--- src/rtl/display_mode_scheduler.sv ---
// display_mode_scheduler
//   Frame-synchronous output selector for the volume-bar, waveform and
//   arcade-game subsystems sharing the OLED, LEDs and 7-segment display.
//   A mode request (sw[15:13], priority game > wave > volume) must stay
//   stable for STABLE_FRAMES frame pulses. The outputs are then blanked for
//   BLANK_FRAMES whole frames. The new mode is committed on a frame boundary.
//
//   Ports
//     clk, reset            6.25 MHz clock, synchronous active-high reset
//     mode_req[2:0]         [2]=volume [1]=waveform [0]=game
//     freeze                holds the waveform mode while it is shown
//     frame_begin           one-cycle pulse at the start of each OLED frame
//     pixel_index[12:0]     current pixel (used only with MODE_TAG_EN)
//     oled_*, led_*, an_*, seg_*   subsystem sources
//     oled_data, led, an, seg      registered outputs to the pins
//     cur_mode[1:0]         0=OFF 1=VOL 2=WAVE 3=GAME
//     switching             high while a mode change is pending or blanking
//
//   Optional: define MODE_TAG_EN to overlay a 4x4 mode-colour tag in the
//   top-right corner of the panel while showing.
module display_mode_scheduler #(
  parameter int unsigned STABLE_FRAMES = 3,
  parameter int unsigned BLANK_FRAMES  = 2
) (
  input  logic        clk,
  input  logic        reset,
  input  logic [2:0]  mode_req,
  input  logic        freeze,
  input  logic        frame_begin,
  input  logic [12:0] pixel_index,
  input  logic [15:0] oled_volume,
  input  logic [15:0] oled_wave,
  input  logic [15:0] oled_game,
  input  logic [15:0] led_mic,
  input  logic [15:0] led_game,
  input  logic [3:0]  an_mic,
  input  logic [3:0]  an_game,
  input  logic [7:0]  seg_mic,
  input  logic [7:0]  seg_game,
  output logic [15:0] oled_data,
  output logic [15:0] led,
  output logic [3:0]  an,
  output logic [7:0]  seg,
  output logic [1:0]  cur_mode,
  output logic        switching
);

  typedef enum logic [1:0] {MODE_OFF = 2'd0, MODE_VOL = 2'd1, MODE_WAVE = 2'd2, MODE_GAME = 2'd3} mode_e;
  typedef enum logic [1:0] {ST_SHOW = 2'd0, ST_PEND = 2'd1, ST_BLANK = 2'd2} state_e;

  localparam logic [3:0] STAB_LAST  = 4'(STABLE_FRAMES - 1);
  localparam logic [3:0] BLANK_LAST = 4'(BLANK_FRAMES - 1);

  state_e      state_q, state_d;
  mode_e       cur_q, cur_d, tgt_q, tgt_d, req_mode;
  logic [3:0]  stab_q, stab_d, blank_q, blank_d;
  logic [15:0] oled_q, oled_d, led_q, led_d;
  logic [3:0]  an_q, an_d;
  logic [7:0]  seg_q, seg_d;
  logic        sw_q;

  always_comb begin
    if (mode_req[0])      req_mode = MODE_GAME;
    else if (mode_req[1]) req_mode = MODE_WAVE;
    else if (mode_req[2]) req_mode = MODE_VOL;
    else                  req_mode = MODE_OFF;
  end

  always_comb begin
    state_d = state_q;
    cur_d   = cur_q;
    tgt_d   = tgt_q;
    stab_d  = stab_q;
    blank_d = blank_q;
    unique case (state_q)
      ST_SHOW: begin
        if (req_mode != cur_q && !(freeze && cur_q == MODE_WAVE)) begin
          tgt_d   = req_mode;
          stab_d  = '0;
          state_d = ST_PEND;
        end
      end
      ST_PEND: begin
        if (req_mode == cur_q) begin
          state_d = ST_SHOW;
        end else if (req_mode != tgt_q) begin
          tgt_d  = req_mode;
          stab_d = '0;
        end else if (frame_begin) begin
          if (stab_q == STAB_LAST) begin
            blank_d = '0;
            state_d = ST_BLANK;
          end else if (stab_q != '1) begin
            stab_d = stab_q + 4'd1;
          end
        end
      end
      ST_BLANK: begin
        if (frame_begin) begin
          if (req_mode != tgt_q) begin
            tgt_d   = req_mode;
            blank_d = '0;
          end else if (blank_q == BLANK_LAST) begin
            cur_d   = tgt_q;
            state_d = ST_SHOW;
          end else if (blank_q != '1) begin
            blank_d = blank_q + 4'd1;
          end
        end
      end
      default: state_d = ST_SHOW;
    endcase
  end

`ifdef MODE_TAG_EN
  logic tag_hit;
  always_comb begin
    tag_hit = (pixel_index < 13'd384) && ((pixel_index % 13'd96) >= 13'd92);
  end
`else
  logic unused_pix;
  assign unused_pix = ^pixel_index;
`endif

  // Routing follows the next-state values, so the pixel sampled on the
  // committing frame_begin already comes from the new source and the one
  // sampled on the frame_begin entering BLANK is already black.
  always_comb begin
    oled_d = '0;
    led_d  = '0;
    an_d   = '1;
    seg_d  = '1;
    if (state_d != ST_BLANK) begin
      unique case (cur_d)
        MODE_OFF:  begin oled_d = '0;          led_d = led_mic;  an_d = an_mic;  seg_d = seg_mic;  end
        MODE_VOL:  begin oled_d = oled_volume; led_d = led_mic;  an_d = an_mic;  seg_d = seg_mic;  end
        MODE_WAVE: begin oled_d = oled_wave;   led_d = led_mic;  an_d = an_mic;  seg_d = seg_mic;  end
        default:   begin oled_d = oled_game;   led_d = led_game; an_d = an_game; seg_d = seg_game; end
      endcase
`ifdef MODE_TAG_EN
      if (state_d == ST_SHOW && tag_hit) begin
        unique case (cur_d)
          MODE_VOL:  oled_d = 16'h07E0;
          MODE_WAVE: oled_d = 16'h001F;
          MODE_GAME: oled_d = 16'hF800;
          default:   ;
        endcase
      end
`endif
    end
  end

  always_ff @(posedge clk) begin
    if (reset) begin
      state_q <= ST_SHOW;
      cur_q   <= MODE_OFF;
      tgt_q   <= MODE_OFF;
      stab_q  <= '0;
      blank_q <= '0;
      oled_q  <= '0;
      led_q   <= '0;
      an_q    <= '1;
      seg_q   <= '1;
      sw_q    <= 1'b0;
    end else begin
      state_q <= state_d;
      cur_q   <= cur_d;
      tgt_q   <= tgt_d;
      stab_q  <= stab_d;
      blank_q <= blank_d;
      oled_q  <= oled_d;
      led_q   <= led_d;
      an_q    <= an_d;
      seg_q   <= seg_d;
      sw_q    <= (state_d != ST_SHOW);
    end
  end

  assign oled_data = oled_q;
  assign led       = led_q;
  assign an        = an_q;
  assign seg       = seg_q;
  assign cur_mode  = cur_q;
  assign switching = sw_q;

endmodule

--- config.mk ---
export PLATFORM = sky130hd
export DESIGN_NAME = display_mode_scheduler
export DESIGN_NICKNAME = d
export VERILOG_FILES = /design/src/rtl/display_mode_scheduler.sv
export SDC_FILE = /design/constraint.sdc
export NUM_CORES = 1
export LEC_CHECK = 0
export BUFFER_PORTS_ARGS = -buffer_cell sky130_fd_sc_hd__buf_4
export CORE_ASPECT_RATIO = 0.75
export CORE_MARGIN = 10
export CORE_UTILIZATION = 44
export DETAILED_ROUTE_END_ITERATION = 8
export PLACE_DENSITY_LB_ADDON = 0.08
export SYNTH_ARGS = -nofsm -noshare
export SYNTH_HDL_FRONTEND = slang
export SYNTH_SLANG_ARGS = --single-unit
--- constraint.sdc ---
create_clock -name clk -period 3.35 [get_ports clk]
set_input_delay 0.1675 -clock clk [delete_from_list [all_inputs] [get_ports clk]]
set_output_delay 0.1675 -clock clk [all_outputs]
set_load 0.02 [all_outputs]
Word-level counts from Yosys, hierarchy flattened
Cells that the tools add are included.

Reductions and logical operators: 14. Multiply operators: 0. Magnitude comparators: 0. Bitwise operators: 1. Add/subtract/negate cells: 2. Multiplexer cells: 41. Eq/ne operators: 24. Shift-type cells: 0. Div/mod/pow operators: 0.

Operators with widths (number): two-way mux 4 bit (15); one-hot mux 16 bit (3 select lines) (1); two-way mux 2 bit (18); two-way mux 16 bit (1); one-hot mux 4 bit (2 select lines) (2); != test 3 bit (second input constant) (5); != test 2 bit (second input constant) (7); one-hot mux 2 bit (3 select lines) (2); adder 4 x 1 -> 4 bit (second input constant) (2); two-way mux 8 bit (1); != test 4 bit (second input constant) (2); AND reduction 8 bit (1); == test 2 bit (second input constant) (3); AND reduction 6 bit (1); nonzero test 2 bit (3); == test 2 x 1 -> 1 bit (second input constant) (2); == test 4 x 1 -> 1 bit (second input constant) (1); == test 4 x 2 -> 1 bit (second input constant) (1); logical NOT 2 bit (2); != test 2 bit (2); AND reduction 4 bit (1); nonzero test 3 bit (1); OR reduction 3 bit (1); == test 2 bit (1); other kinds (5) (6).

Logic and storage cells: 92. Memories kept: 0. Bits in latches: 0. ROM bits: 0. RAM bits: 0. Register bits: 59.

Depth between registers and ports, before layout
Depth in word-level cells: 10. Depth in mapped cells: 9. Gate-level depth less buffers: 8.

Worst setup path after synthesis
OpenSTA, ideal clock, no wires.

Kind: reg2reg. From: reg cur_q[0], in the netlist cur_mode[0]. To: reg oled_q[15], in the netlist oled_data[15]. Clock period less this slack: 2.432 ns. Cell stages (with the launch flop): 9. Data required time: 3.201 ns. Buffers on the path: 2. Arrival: 2.283 ns. Setup time: 0.149 ns. Setup slack: 0.918 ns. Cell sequence: dfxtp_1 clkbuf_1 xor2_1 or4_1 and3_1 a221oi_1 o2111a_1 buf_2 a2111oi_1.

Cells in the longest elaborated chain, start to end: 9.

RTL lines: from (decl) (line 55) `mode_e cur_q, cur_d, tgt_q, tgt_d, req_mode;`; from (signal assigned) (line 167) `cur_q <= cur_d;`; == test 2 bit (line 77) `if (req_mode != cur_q && !(freeze && cur_q == MODE_WAVE)) begin`; logical AND 1 bit (line 77); logical NOT 1 bit (line 77); logical AND 1 bit (line 77); two-way mux 2 bit (line 77); one-hot mux 2 bit (3 select lines) (line 75) `unique case (state_q)`; != test 2 bit (line 133) `if (state_d != ST_BLANK) begin`; inverter 1 bit (no line); OR reduction 2 bit (no line); to (signal assigned) (line 171) `oled_q <= oled_d;`; to (decl) (line 57) `logic [15:0] oled_q, oled_d, led_q, led_d;`.

Parallel ways exist; a longest one is shown, timed or not. A chain may end at the register's enable or synchronous reset.

Worst setup path after layout
From: reg blank_q[0]. To: reg seg_q[4], in the netlist seg[4].

Cells in the longest elaborated chain, start to end: 8.

RTL lines: from (decl) (line 56) `logic [3:0] stab_q, stab_d, blank_q, blank_d;`; from (signal assigned) (line 170) `blank_q <= blank_d;`; == test 4 x 1 -> 1 bit * (line 103) `end else if (blank_q == BLANK_LAST) begin`; two-way mux 2 bit (line 103); two-way mux 2 bit (line 100) `if (req_mode != tgt_q) begin`; two-way mux 2 bit (line 99) `if (frame_begin) begin`; one-hot mux 2 bit (3 select lines) / two-way mux 2 bit (equally long branches) (line 75); != test 2 bit, or another cell as far along (line 133); inverter 1 bit (no line) / OR reduction 3 bit (equally long branches); OR reduction 2 bit (no line) / two-way mux 8 bit (equally long branches); to (signal assigned) (line 174) `seg_q <= seg_d;`; to (decl) (line 59) `logic [7:0] seg_q, seg_d;`.

Mark *: on every way between the ends. The rest lies on a longest branch, timed or not.

==> summary.md <==
| Metric | Value |
|---|---|
| Clock buffer depth | 2 |
| PwrDens | 359.6 mW/mm^2 |
| Final net count | 600 |
| Layout cell share with drive strength beyond 1 | 40.80% |
| DP HPWL | 7.380 mm |
| Synth Instances | 318 |
| Die ar. | 0.01067 mm^2 |
| Switching share of power | 26.44% |
| Switch Pwr | 0.4230 mW |
| CP Launch Type | flip-flop |
| Synthesis Warnings | 0 |
| Slew of the pin with the lowest slew margin | 1.007 ns |
| Synth cell types | 46 |
| Root Buffer | clkbuf_8 |
| Max Transition Viols Final | 0 |
| H-tree depth | 3 |
| Row count | 26 |
| Reg power frac | 46.2% |
| Hold Path Class | in -> reg |
| First-pass DRT Iterations | 5 |
| GPL Wtd Cong | 0.8536 |
| CTS Sinks | 59 |
| Ports | 171 |
| Combinational fraction of design power | 16.9% |
| Vias | 2954 |
| Multi-input gate area | 0.001737 mm^2 |
| Port Buffers | 157 |
| Post-synth EDFFs | 0 |
| Fin. Hold Viols | 0 |
| Crit share post-route | 78.53% |
| TritonCTS clock tree | done |
| VDD IR max | 0.2460 mV |
| Vias per cell | 5.303 |
| P_leak | 1.920 nW |
| Cts hold-fix bufs | 0 |
| Initial core utilization | 44.95% |
| Cell Area, Synth | 0.003042 mm^2 |
| Clock power share | 36.9% |
| #FFs+latches synth | 59 |
| Slew margin rel. | 32.78% |
| Placed insts | 541 |
| MaxCap Viol Count | 0 |
| Final ANT Viol Nets | 0 |
| Outcome | completed |
| Number of fill cells | 566 |
| Number of global-route vias before repair | 2916 |
| PostCTS Resize Cnt | 0 |
| # Post-CTS Setup Buffers | 0 |
| N_diodes | 0 |
| WS Path Type | reg -> reg |
| Reg-to-reg slack, setup | 0.72 ns |
| Worst skew pair latency | 0.35 ns |
| Grt ovf | 0 |
| CP required | 3.62 ns |
| Sequential Area | 0.001181 mm^2 |
| DRT Wirelength | 9.511 mm |
| Die Wd | 116.0 um |
| Pint | 1.177 mW |
| Die height | 92.01 um |
| GRT Overall Usage | 17.22% |
| Top_reg_cell synth | dfxtp_1 |
| Syn_nets | 450 |
| Fin util | 65.75% |
| Core box area | 0.006766 mm^2 |
| CTS Buf Count | 9 |
| Antenna violations before repair | 0 |
| Largest net degree at the start of global routing | 48 |
| CP arrival | 2.90 ns |
| Crit-path max FO | 12 |
| Total power | 1.600 mW |
| Clk_skew | 0.005309 ns |
| Post-route insts no fill | 557 |
| Minimum clock period | 2.631 ns |
| First-pass GRT wire length | 14.70 mm |
| Crit end category | flip-flop |
| Ys async rst share | 0% |
| WL/cell | 17.08 um |
| Worst-path clk slew | 0.07 ns |
| Iter 0 DRT Violations | 122 |
| Syn avg cell area | 9.565 um^2 |
| Remaining DRCs | 0 |
| Setup violations, final | 0 |
| Unrepaired setup endpoints after global routing | no |
| P&R area growth vs syn | 46.28% |
| Setup TNS | 0 ns |
| Fmax | 380.1 MHz |
| Post-synthesis sequential area ratio | 38.83% |
worst max-delay path: stages, from the launching register on:
cell,delay [ns]
dfxtp_1,0.39
ha_1,0.18
nor3b_1,0.54
o211ai_1,0.18
a221oi_1,0.47
o2111ai_1,0.54
nand3_1,0.27
state kept, by name, indices dropped and copies added (netlist names):
name       count
led           16
oled_data     16
seg            8
an             4
blank_q        4
stab_q         4
cur_mode       2
state_q        2
tgt_q          2
switching      1
power groups by stage:
stage                     sequential, mW  clock, mW  combinational, mW
after floorplan                    0.779          0             0.0904
after global placement             0.755          0              0.267
after detailed placement           0.755          0              0.272
after CTS                          0.739      0.613              0.272
after global routing               0.742      0.638              0.294
final                              0.739      0.591              0.270
Yosys cell counts, types with 2 or more instances:
library cell | n | area share (%)
dfxtp_1 | 59 | 39
mux2i_1 | 46 | 15
a21oi_1 | 24 | 3.9
nand2_1 | 24 | 3.0
nor3_1 | 19 | 3.1
nand3_1 | 18 | 3.0
clkbuf_1 | 13 | 1.6
inv_1 | 10 | 1.2
a2111oi_2 | 9 | 4.4
ha_1 | 8 | 3.3
a2111oi_1 | 7 | 2.3
buf_2 | 7 | 1.2
nor2_1 | 7 | 0.86
o21ai_0 | 6 | 0.99
or4_1 | 5 | 1.2
nor2b_1 | 4 | 0.82
o211ai_1 | 4 | 0.99
a31oi_1 | 3 | 0.62
nand2b_1 | 3 | 0.62
nor3b_1 | 3 | 0.74
or3_1 | 3 | 0.62
a211oi_1 | 2 | 0.49
mux2_2 | 2 | 0.74
o2111ai_1 | 2 | 0.58
o211a_1 | 2 | 0.66
o21a_1 | 2 | 0.49
o21ai_1 | 2 | 0.33
o21bai_1 | 2 | 0.49
o311ai_1 | 2 | 0.58
o41ai_1 | 2 | 0.58
or2_1 | 2 | 0.41
xor2_1 | 2 | 0.58
per-layer routing:
metal | up-vias | GRT usage (%) | wire, um
li1 | 1486 | - | -
met1 | 1337 | 19.98 | 3973
met2 | 120 | 27.61 | 4500
met3 | 11 | 7.487 | 938
met4 | 0 | 6.237 | 99
met5 | - | 0 | 0
layout make-up:
| type | instances | area share, % |
|---|---|---|
| inverters | 10 | 0.8436 |
| clock inverters | 4 | 0.5624 |
| flip-flops and latches | 59 | 26.55 |
| multi-input cells | 227 | 39.03 |
| well taps | 84 | 2.362 |
| repair buffers | 161 | 27.17 |
| clock buffers | 12 | 3.487 |
worst paths after layout:
| check | from | depth (start not counted) | endpoint |
|---|---|---|---|
| setup reg to reg | blank_q[0] | 6 | seg[4] |
| hold reg to reg | stab_q[1] | 2 | stab_q[1] |
| hold / removal | seg_mic[5] | 3 | seg[5] |
| setup / recovery | blank_q[0] | 6 | seg[4] |
layout by cell type (no fill, tap or decap), drive strengths merged, types with 3 or more instances in the layout:
master / instances
buf: 161
dfxtp: 59
mux2i: 47
nand2: 24
a21oi: 24
nor3: 19
nand3: 18
a2111oi: 16
clkbuf: 12
inv: 10
o21ai: 9
ha: 8
nor2: 7
or4: 5
o211ai: 4
nor2b: 4
nand2b: 3
nor3b: 3
a31oi: 3
or3: 3
o2111ai: 3
logic make-up after synthesis:
group | Yosys count | synth area share [%]
AOI/OAI and AO/OA | 75 | 20.16
xor gates and xnor gates | 2 | 0.5760
adders and majority gates | 8 | 3.291
buffers and inverters | 32 | 4.607
DFF | 59 | 38.83
muxes | 49 | 16.62
and+or+nand+nor | 93 | 15.92
stage by stage:
stage | hold WS (ns) | worst slack (ns) | cell area [um^2]
after floorplan | 0.3098 | 0.9182 | 3042
after global placement | 0.3964 | 0.7792 | 4269
after detailed placement | 0.4028 | 0.7423 | 4269
after CTS | 0.02560 | 0.7323 | 4449
after global routing | 0.04816 | 0.5494 | 4449
final | 0.04701 | 0.7193 | 4449
Power figures use the tool's default switching activity.
